<file path="config.mk">
export PLATFORM = sky130hd
export DESIGN_NAME = adc_spi_rx
export DESIGN_NICKNAME = d
export VERILOG_FILES = /design/src/rtl/adc_spi_rx.sv
export SDC_FILE = /design/constraint.sdc
export NUM_CORES = 1
export LEC_CHECK = 0
export BUFFER_PORTS_ARGS = -buffer_cell sky130_fd_sc_hd__buf_2
export CAP_MARGIN = 20
export CELL_PAD_IN_SITES_DETAIL_PLACEMENT = 2
export CELL_PAD_IN_SITES_GLOBAL_PLACEMENT = 2
export CORE_MARGIN = 1.5
export CORE_UTILIZATION = 44
export DETAILED_ROUTE_END_ITERATION = 7
export PLACE_DENSITY_LB_ADDON = 0.1
export SLEW_MARGIN = 10
export SYNTH_ARGS = -nofsm -noshare
export SYNTH_HDL_FRONTEND = slang
export SYNTH_SLANG_ARGS = --single-unit
</file>
<file path="constraint.sdc">
create_clock -name i_clk -period 5.4 [get_ports i_clk]
set_input_delay 0.54 -clock i_clk [delete_from_list [all_inputs] [get_ports i_clk]]
set_output_delay 0.54 -clock i_clk [all_outputs]
set_load 0.01 [all_outputs]
</file>
<file path="src/rtl/adc_spi_rx.sv">
// adc_spi_rx: periodic CNV/SCK/SDO capture for a serial SAR ADC, one word per SAMPLE_PERIOD clocks
module adc_spi_rx #(
    parameter int SAMPLE_PERIOD = 200,
    parameter int CNV_HIGH      = 4,
    parameter int CONV_WAIT     = 80,
    parameter int SCK_DIV       = 2,
    parameter int DATA_WIDTH    = 24
) (
    input  logic                  i_clk,
    input  logic                  i_rst,
    input  logic                  i_en,
    output logic                  o_adc_cnv,
    output logic                  o_adc_sck,
    input  logic                  i_adc_sdo,
    output logic [DATA_WIDTH-1:0] o_adc_data,
    output logic                  o_adc_valid,
    output logic                  o_overrun
);
    localparam int PW   = SAMPLE_PERIOD > 1 ? $clog2(SAMPLE_PERIOD) : 1;
    localparam int M1   = CNV_HIGH > CONV_WAIT ? CNV_HIGH : CONV_WAIT;
    localparam int CMAX = M1 > 2 * SCK_DIV ? M1 : 2 * SCK_DIV;
    localparam int CW   = $clog2(CMAX + 1);
    localparam int BW   = $clog2(DATA_WIDTH + 1);
    localparam logic [2:0] IDLE  = 3'd0;
    localparam logic [2:0] CNV   = 3'd1;
    localparam logic [2:0] WAIT  = 3'd2;
    localparam logic [2:0] SHIFT = 3'd3;
    localparam logic [2:0] LATCH = 3'd4;
    localparam logic [PW-1:0] P_LAST    = PW'(SAMPLE_PERIOD - 1);
    localparam logic [CW-1:0] CNV_LAST  = CW'(CNV_HIGH - 1);
    localparam logic [CW-1:0] WAIT_LAST = CW'(CONV_WAIT - 1);
    localparam logic [CW-1:0] HI_LAST   = CW'(SCK_DIV - 1);
    localparam logic [CW-1:0] BIT_LAST  = CW'(2 * SCK_DIV - 1);
    localparam logic [BW-1:0] LAST_BIT  = BW'(DATA_WIDTH - 1);

    logic [2:0]            state, nxt_state;
    logic [PW-1:0]         p_cnt;
    logic [CW-1:0]         cnt, nxt_cnt;
    logic [BW-1:0]         bit_cnt;
    logic [DATA_WIDTH-1:0] sr;
    logic                  trig, cnt_done, sample;

    always_comb begin
        trig      = i_en && p_cnt == '0;
        cnt_done  = (state == CNV && cnt == CNV_LAST) || (state == WAIT && cnt == WAIT_LAST) ||
                    (state == SHIFT && cnt == BIT_LAST);
        nxt_state = state == IDLE  ? (trig ? CNV : IDLE) :
                    state == CNV   ? (cnt_done ? WAIT : CNV) :
                    state == WAIT  ? (cnt_done ? SHIFT : WAIT) :
                    state == SHIFT ? (cnt_done && bit_cnt == LAST_BIT ? LATCH : SHIFT) : IDLE;
        nxt_cnt   = (state == IDLE || nxt_state != state || cnt_done) ? '0 : cnt + 1'b1;
        // sdo is taken on the same edge that ends the sck high phase
        sample    = state == SHIFT && cnt == HI_LAST;
    end

    always_ff @(posedge i_clk or negedge i_rst) begin
        if (!i_rst) begin
            state       <= IDLE;
            p_cnt       <= '0;
            cnt         <= '0;
            bit_cnt     <= '0;
            sr          <= '0;
            o_adc_cnv   <= 1'b0;
            o_adc_sck   <= 1'b0;
            o_adc_data  <= '0;
            o_adc_valid <= 1'b0;
            o_overrun   <= 1'b0;
        end else begin
            p_cnt       <= (!i_en || p_cnt == P_LAST) ? '0 : p_cnt + 1'b1;
            state       <= nxt_state;
            cnt         <= nxt_cnt;
            bit_cnt     <= state != SHIFT ? '0 : cnt_done ? bit_cnt + 1'b1 : bit_cnt;
            if (sample) sr <= {sr[DATA_WIDTH-2:0], i_adc_sdo};
            o_adc_cnv   <= nxt_state == CNV;
            o_adc_sck   <= nxt_state == SHIFT && nxt_cnt <= HI_LAST;
            o_adc_valid <= nxt_state == LATCH;
            if (nxt_state == LATCH) o_adc_data <= sr;
            o_overrun   <= i_en && (o_overrun || (trig && state != IDLE));
        end
    end
endmodule

</file>
# == After elaboration in Yosys (flattened, before gate mapping) ==
# Cells that the tools add are included.
# totals
inputBits,4
word_cells,59
latchBits,0
out_inout_bits,28
ramBits,0
romBits,0
memories,0
reg_bits,75
# classes
muxes,12
n_mul,0
bitwise_logic,0
n_div,0
shift,0
reduce_logical,20
eq_ne,13
addsub,3
n_lt_le_gt_ge,1
# op_table
operator,n
$mux W3,5
$mux W5,2
$eq A3 B2 Y1 const B,3
$logic_and A1 B1 Y1,9
$add A8 B1 Y8 const B,1
$eq A8 B8 Y1 const B,1
$logic_not A8 Y1,1
$mux W8,1
$add A7 B1 Y7 const B,1
$eq A7 B1 Y1 const B,1
$eq A7 B2 Y1 const B,1
$eq A7 B7 Y1 const B,1
$le A7 B1 Y1 const B,1
$mux W7,1
$eq A3 B1 Y1 const B,2
$logic_or A1 B1 Y1,6
$add A5 B1 Y5 const B,1
$eq A5 B5 Y1 const B,1
$eq A3 B3 Y1 const B,1
$logic_not A3 Y1,1
$ne A3 B2 Y1 const B,1
$ne A3 B3 Y1,1
$reduce_bool A3 Y1,1
$mux W1,2
other kinds (3),3

# == Logic depth before layout (Yosys ltp) ==
# depth
ltp_word,16
depth_mapped,8
depth_no_buf,7

# == Worst setup path before layout ==
# No wires, ideal clock.
# synth_path
path_type,register -> register
start,register cnt[5]
end,register o_adc_data[10]
stages_incl_launch_ff,9
synth_period_minus_slack_ns,2.024
slack_ns,3.376
required_time_ns,5.275
n_path_buf,3
setup_ns,0.125
arrival_time_ns,1.899
path_cell_list,dfrtp_1 > buf_6 > or3_4 > nor4b_4 > and2_1 > nand2b_1 > buf_6 > buf_6 > mux2_4
# synth_between
elab_chain_cells,11
elab_cells_between_ends,16
cone_classes,eq/ne (3); mux (7); reduce/logical (6)
# synth_lines
element,line_no,rtl
from (decl),38,"logic [CW-1:0] cnt, nxt_cnt;"
from (signal assigned),71,cnt <= nxt_cnt;
$eq A7 B2 Y1 / $eq A7 B7 Y1 (equally long branches),"45, 46",
$logic_and A1 B1 Y1,45,cnt_done = (state == CNV && cnt == CNV_LAST) || (state == WAIT && cnt == WAIT_LAST) ||
$logic_or A1 B1 Y1,45,
$logic_or A1 B1 Y1 (*),45,
$logic_and A1 B1 Y1,50,state == SHIFT ? (cnt_done && bit_cnt == LAST_BIT ? LATCH : SHIFT) : IDLE;
$mux W3 (2 in series),50,
$mux W3,49,state == WAIT ? (cnt_done ? SHIFT : WAIT) :
$mux W3 (*),48,state == CNV ? (cnt_done ? WAIT : CNV) :
$mux W3 (*),47,nxt_state = state == IDLE ? (trig ? CNV : IDLE) :
$eq A3 B3 Y1 (*),77,if (nxt_state == LATCH) o_adc_data <= sr;
to (signal assigned),77,
to (decl),15,"output logic [DATA_WIDTH-1:0] o_adc_data,"
# Mark *: on every way between the ends. The rest lies on a longest branch, timed or not.
# A chain may end at the register's enable or synchronous reset.

# == Final worst setup path ==
# layout_path
start,register cnt[3]
end,register o_adc_data[14]
# Same word-level chain as after synthesis.

==> impl_metrics.csv <==
group,metric,value,unit
setup_path,worstReg2RegEnd,"o_adc_data[14]",
placed_design,hpwl,4.280,mm
global_route,groute.usage.overall,19.56,%
sta,max_freq,429.3,MHz
sta,rsz0062_at_grt,"false",
min_path,hp-class,"input port to async pin",
sta,fin_crit,2.329,ns
routing,drt_drc_violations_left,0,
cts,cts_root_buf,"clkbuf_8",
cts,cts_tree,"built",
cts,hold_buffers,0,
cts,cts.clk_slew.worst_paths,0.08,ns
sta,fin_hold_ws,0.2944,ns
global_route,grt_pass1_wl,11.45,mm
routing,wl_per_cell,17.88,um
routing,ant_nets,0,
routing,drtIter0Drc,64,
power_and_ir_drop,p_leak,1.948,nW
setup_path,crit_buf_inv,1,
sta,slew_violations,0,
routing,wl_met1,3.101,mm
floorplan,initial_core_util,45.18,%
power_and_ir_drop,max-vdd-ir-drop,0.0001639,V
outcome,status,"finished clean",
finish,drive_gt1_share,35.82,%
setup_path,rr_startpoint,"cnt[3]",
global_route,grt_antenna_before_repair,0,
cts,ctsHtreeMaxLevel,3,
synthesis,async_reset_ff_share,100.0,%
finish,insertedDiodeCount,0,
global_route,grt_overflow,0,
synthesis,yosysSeqAreaShare,57.58,%
setup_path,endpoint,"o_adc_data[14]",
setup_path,critPathKind,"flop to flop",
power_and_ir_drop,power_density,410.2,nW/um^2
sta,finalHoldViolCount,0,
placed_design,place.gp.congestion,0.7350,
routing,firstDrtPassIters,4,
sta,fin_worst_skew,0.008328,ns
routing,num_vias,1944,
cts,post-cts-setup-buffer-count,0,
setup_path,cp-start-kind,"flop",
synthesis,synth_warnings,0,
sta,setup_viol,0,
floorplan,core_area,7214,um^2
finish,fin_util,51.08,%
cts,cts_max_path_buffers,2,
setup_path,crit_slowest_cell,"dfrtp_1",
floorplan,ioPinCount,32,
routing,wl,6.814,mm
setup_path,cp_top_family,"simple AND/OR/NAND/NOR gates",
synthesis,synth.distinct_cells,36,
finish,final_nets,286,
setup_path,worstPathMaxFanout,26,
sta,tightest_slew,0.9430,ns
setup_path,ff2ff_path_depth,6,
synthesis,netlist_area,3259,um^2
cts,ctsResizeCount,0,
finish,areaGrowthSynthToFinish,13.05,%
setup_path,arrival,2.55,ns
setup_path,max_stage_delay,0.45,ns
synthesis,synthesis.nets,251,
cts,cts.sinks,75,
synthesis,avgSynthCellArea,13.47,um^2
finish,fillers,725,
floorplan,dieArea,7933,um^2
sta,slew_headroom,37.14,%
routing,wl_met2,3.395,mm
setup_path,path_depth,6,
setup_path,crit_required,5.62,ns
floorplan,die_w,89.07,um
floorplan,rows,31,
global_route,grt_start_max_net_pins,76,
setup_path,cp_cell_sequence,"or3_4 -> nor4b_4 -> and2_1 -> nand2b_1 -> buf_4 -> mux2_4",
setup_path,crit_path_end_kind,"flop",
routing,viasPerCell,5.102,
cts,clk_latency,0.34,ns
global_route,grt_pass1_vias,2127,
sta,setup-tns-final,0,ns
cts,cts_made_buffers,9,
routing,wl_met3,182,um
synthesis,synth_ff_type,"dfrtp_1",
placed_design,port_buffers,31,
setup_path,crit_start,"cnt[3]",
floorplan,die-height,89.07,um
synthesis,synth-edff-count,0,
synthesis,ys_ff_latch,75,
setup_path,r2r_slack,3.07,ns
flow_run,drv_cap,0,
routing,top_layer,"met4",
synthesis,synthCells,242,
sta,post-route-period-util,43.14,%
==> layer usage <==
metal,track usage (%),vias up
li1,-,904
met1,25.51,994
met2,32.09,35
met3,3.139,11
met4,9.231,0
met5,0,-
==> placed cells by master (no fill, tap or decap), types with 2 or more instances in the layout <==
cell / netlist / final
dfrtp_1: 75 / 75
mux2_2: 30 / 30
buf_2: 0 / 30
nor2_1: 26 / 26
mux2_4: 18 / 18
nand3_1: 10 / 10
xor2_1: 9 / 9
clkbuf_8: 0 / 9
inv_1: 8 / 8
xnor2_1: 8 / 8
nand2_1: 7 / 7
ha_1: 5 / 5
and3_1: 4 / 4
and2_1: 4 / 4
nand4_1: 4 / 4
a21oi_1: 3 / 3
clkinv_2: 0 / 3
o21ai_0: 2 / 2
o211ai_1: 2 / 2
clkbuf_1: 5 / 2
buf_4: 0 / 2
==> worst min path at each step <==
| stage | slack (ns) | end |
|---|---|---|
| 3_5_place_dp | 0.48 | o_overrun |
| 4_1_cts | 0.36 | o_adc_sck |
| 6_report | 0.29 | p_cnt[2] |
| 3_3_place_gp | 0.47 | o_overrun |
| 2_1_floorplan | 0.24 | bit_cnt[0] |
| 5_1_grt | 0.40 | p_cnt[2] |
==> power by group <==
part / total [mW] / switching (mW) / internal, mW
Clock: 0.422 / 0.209 / 0.213
Sequential: 0.722 / 0.0853 / 0.637
Combinational: 0.368 / 0.189 / 0.179
Total: 1.51 / 0.483 / 1.03
==> area by class of cell <==
type	count	area (um^2)	area share, %
Sequential cell	75	1877	50.93
Clock inverter	5	53.80	1.460
Clock buffer	11	131.4	3.565
Inverter	8	30.03	0.8149
Multi-Input combinational cell	150	1289	34.97
Timing Repair Buffer	33	180.2	4.890
Tap cell	99	123.9	3.362
==> through the flow <==
step                      instances  total power, mW  instance area, um^2  setup WS (ns)
after floorplan                 242           0.9881                 3259          3.376
after global placement          364            1.077                 3485          2.839
after detailed placement        365            1.105                 3500          3.093
after CTS                       381            1.543                 3685          3.058
after global routing            381            1.609                 3685          2.925
final                           381            1.512                 3685          3.071
==> state kept, by name, summed over array words and instances (netlist names) <==
| register | cells |
|---|---|
| o_adc_data | 24 |
| sr | 24 |
| p_cnt | 8 |
| cnt | 7 |
| bit_cnt | 5 |
| state | 3 |
| o_adc_cnv | 1 |
| o_adc_sck | 1 |
| o_adc_valid | 1 |
| o_overrun | 1 |
==> kinds of logic after synthesis <==
| group | count (synthesis) | share of synthesized area (%) |
|---|---|---|
| AOI/OAI and AO/OA | 13 | 2.917 |
| xor gates and xnor gates | 17 | 4.568 |
| adders and majority gates | 5 | 1.919 |
| buffers and inverters | 17 | 2.879 |
| DFF | 75 | 57.58 |
| muxes | 49 | 18.96 |
| and+or+nand+nor | 66 | 11.17 |
==> cell usage after synthesis, drive strengths merged (2+ instances only) <==
master	n	share of area (%)
nand4	4	0.77
ha	5	1.9
xnor2	8	2.1
or3	2	0.54
nand2	7	0.81
nand3	10	1.5
and3	4	0.77
mux2	48	19
xor2	9	2.4
a21oi	3	0.46
and2	4	0.77
clkbuf	5	0.58
nor2	26	3.0
buf	4	1.4
o21ai	2	0.31
o211ai	2	0.46
inv	8	0.92
dfrtp	75	58
(Power assumes the default switching activity.)
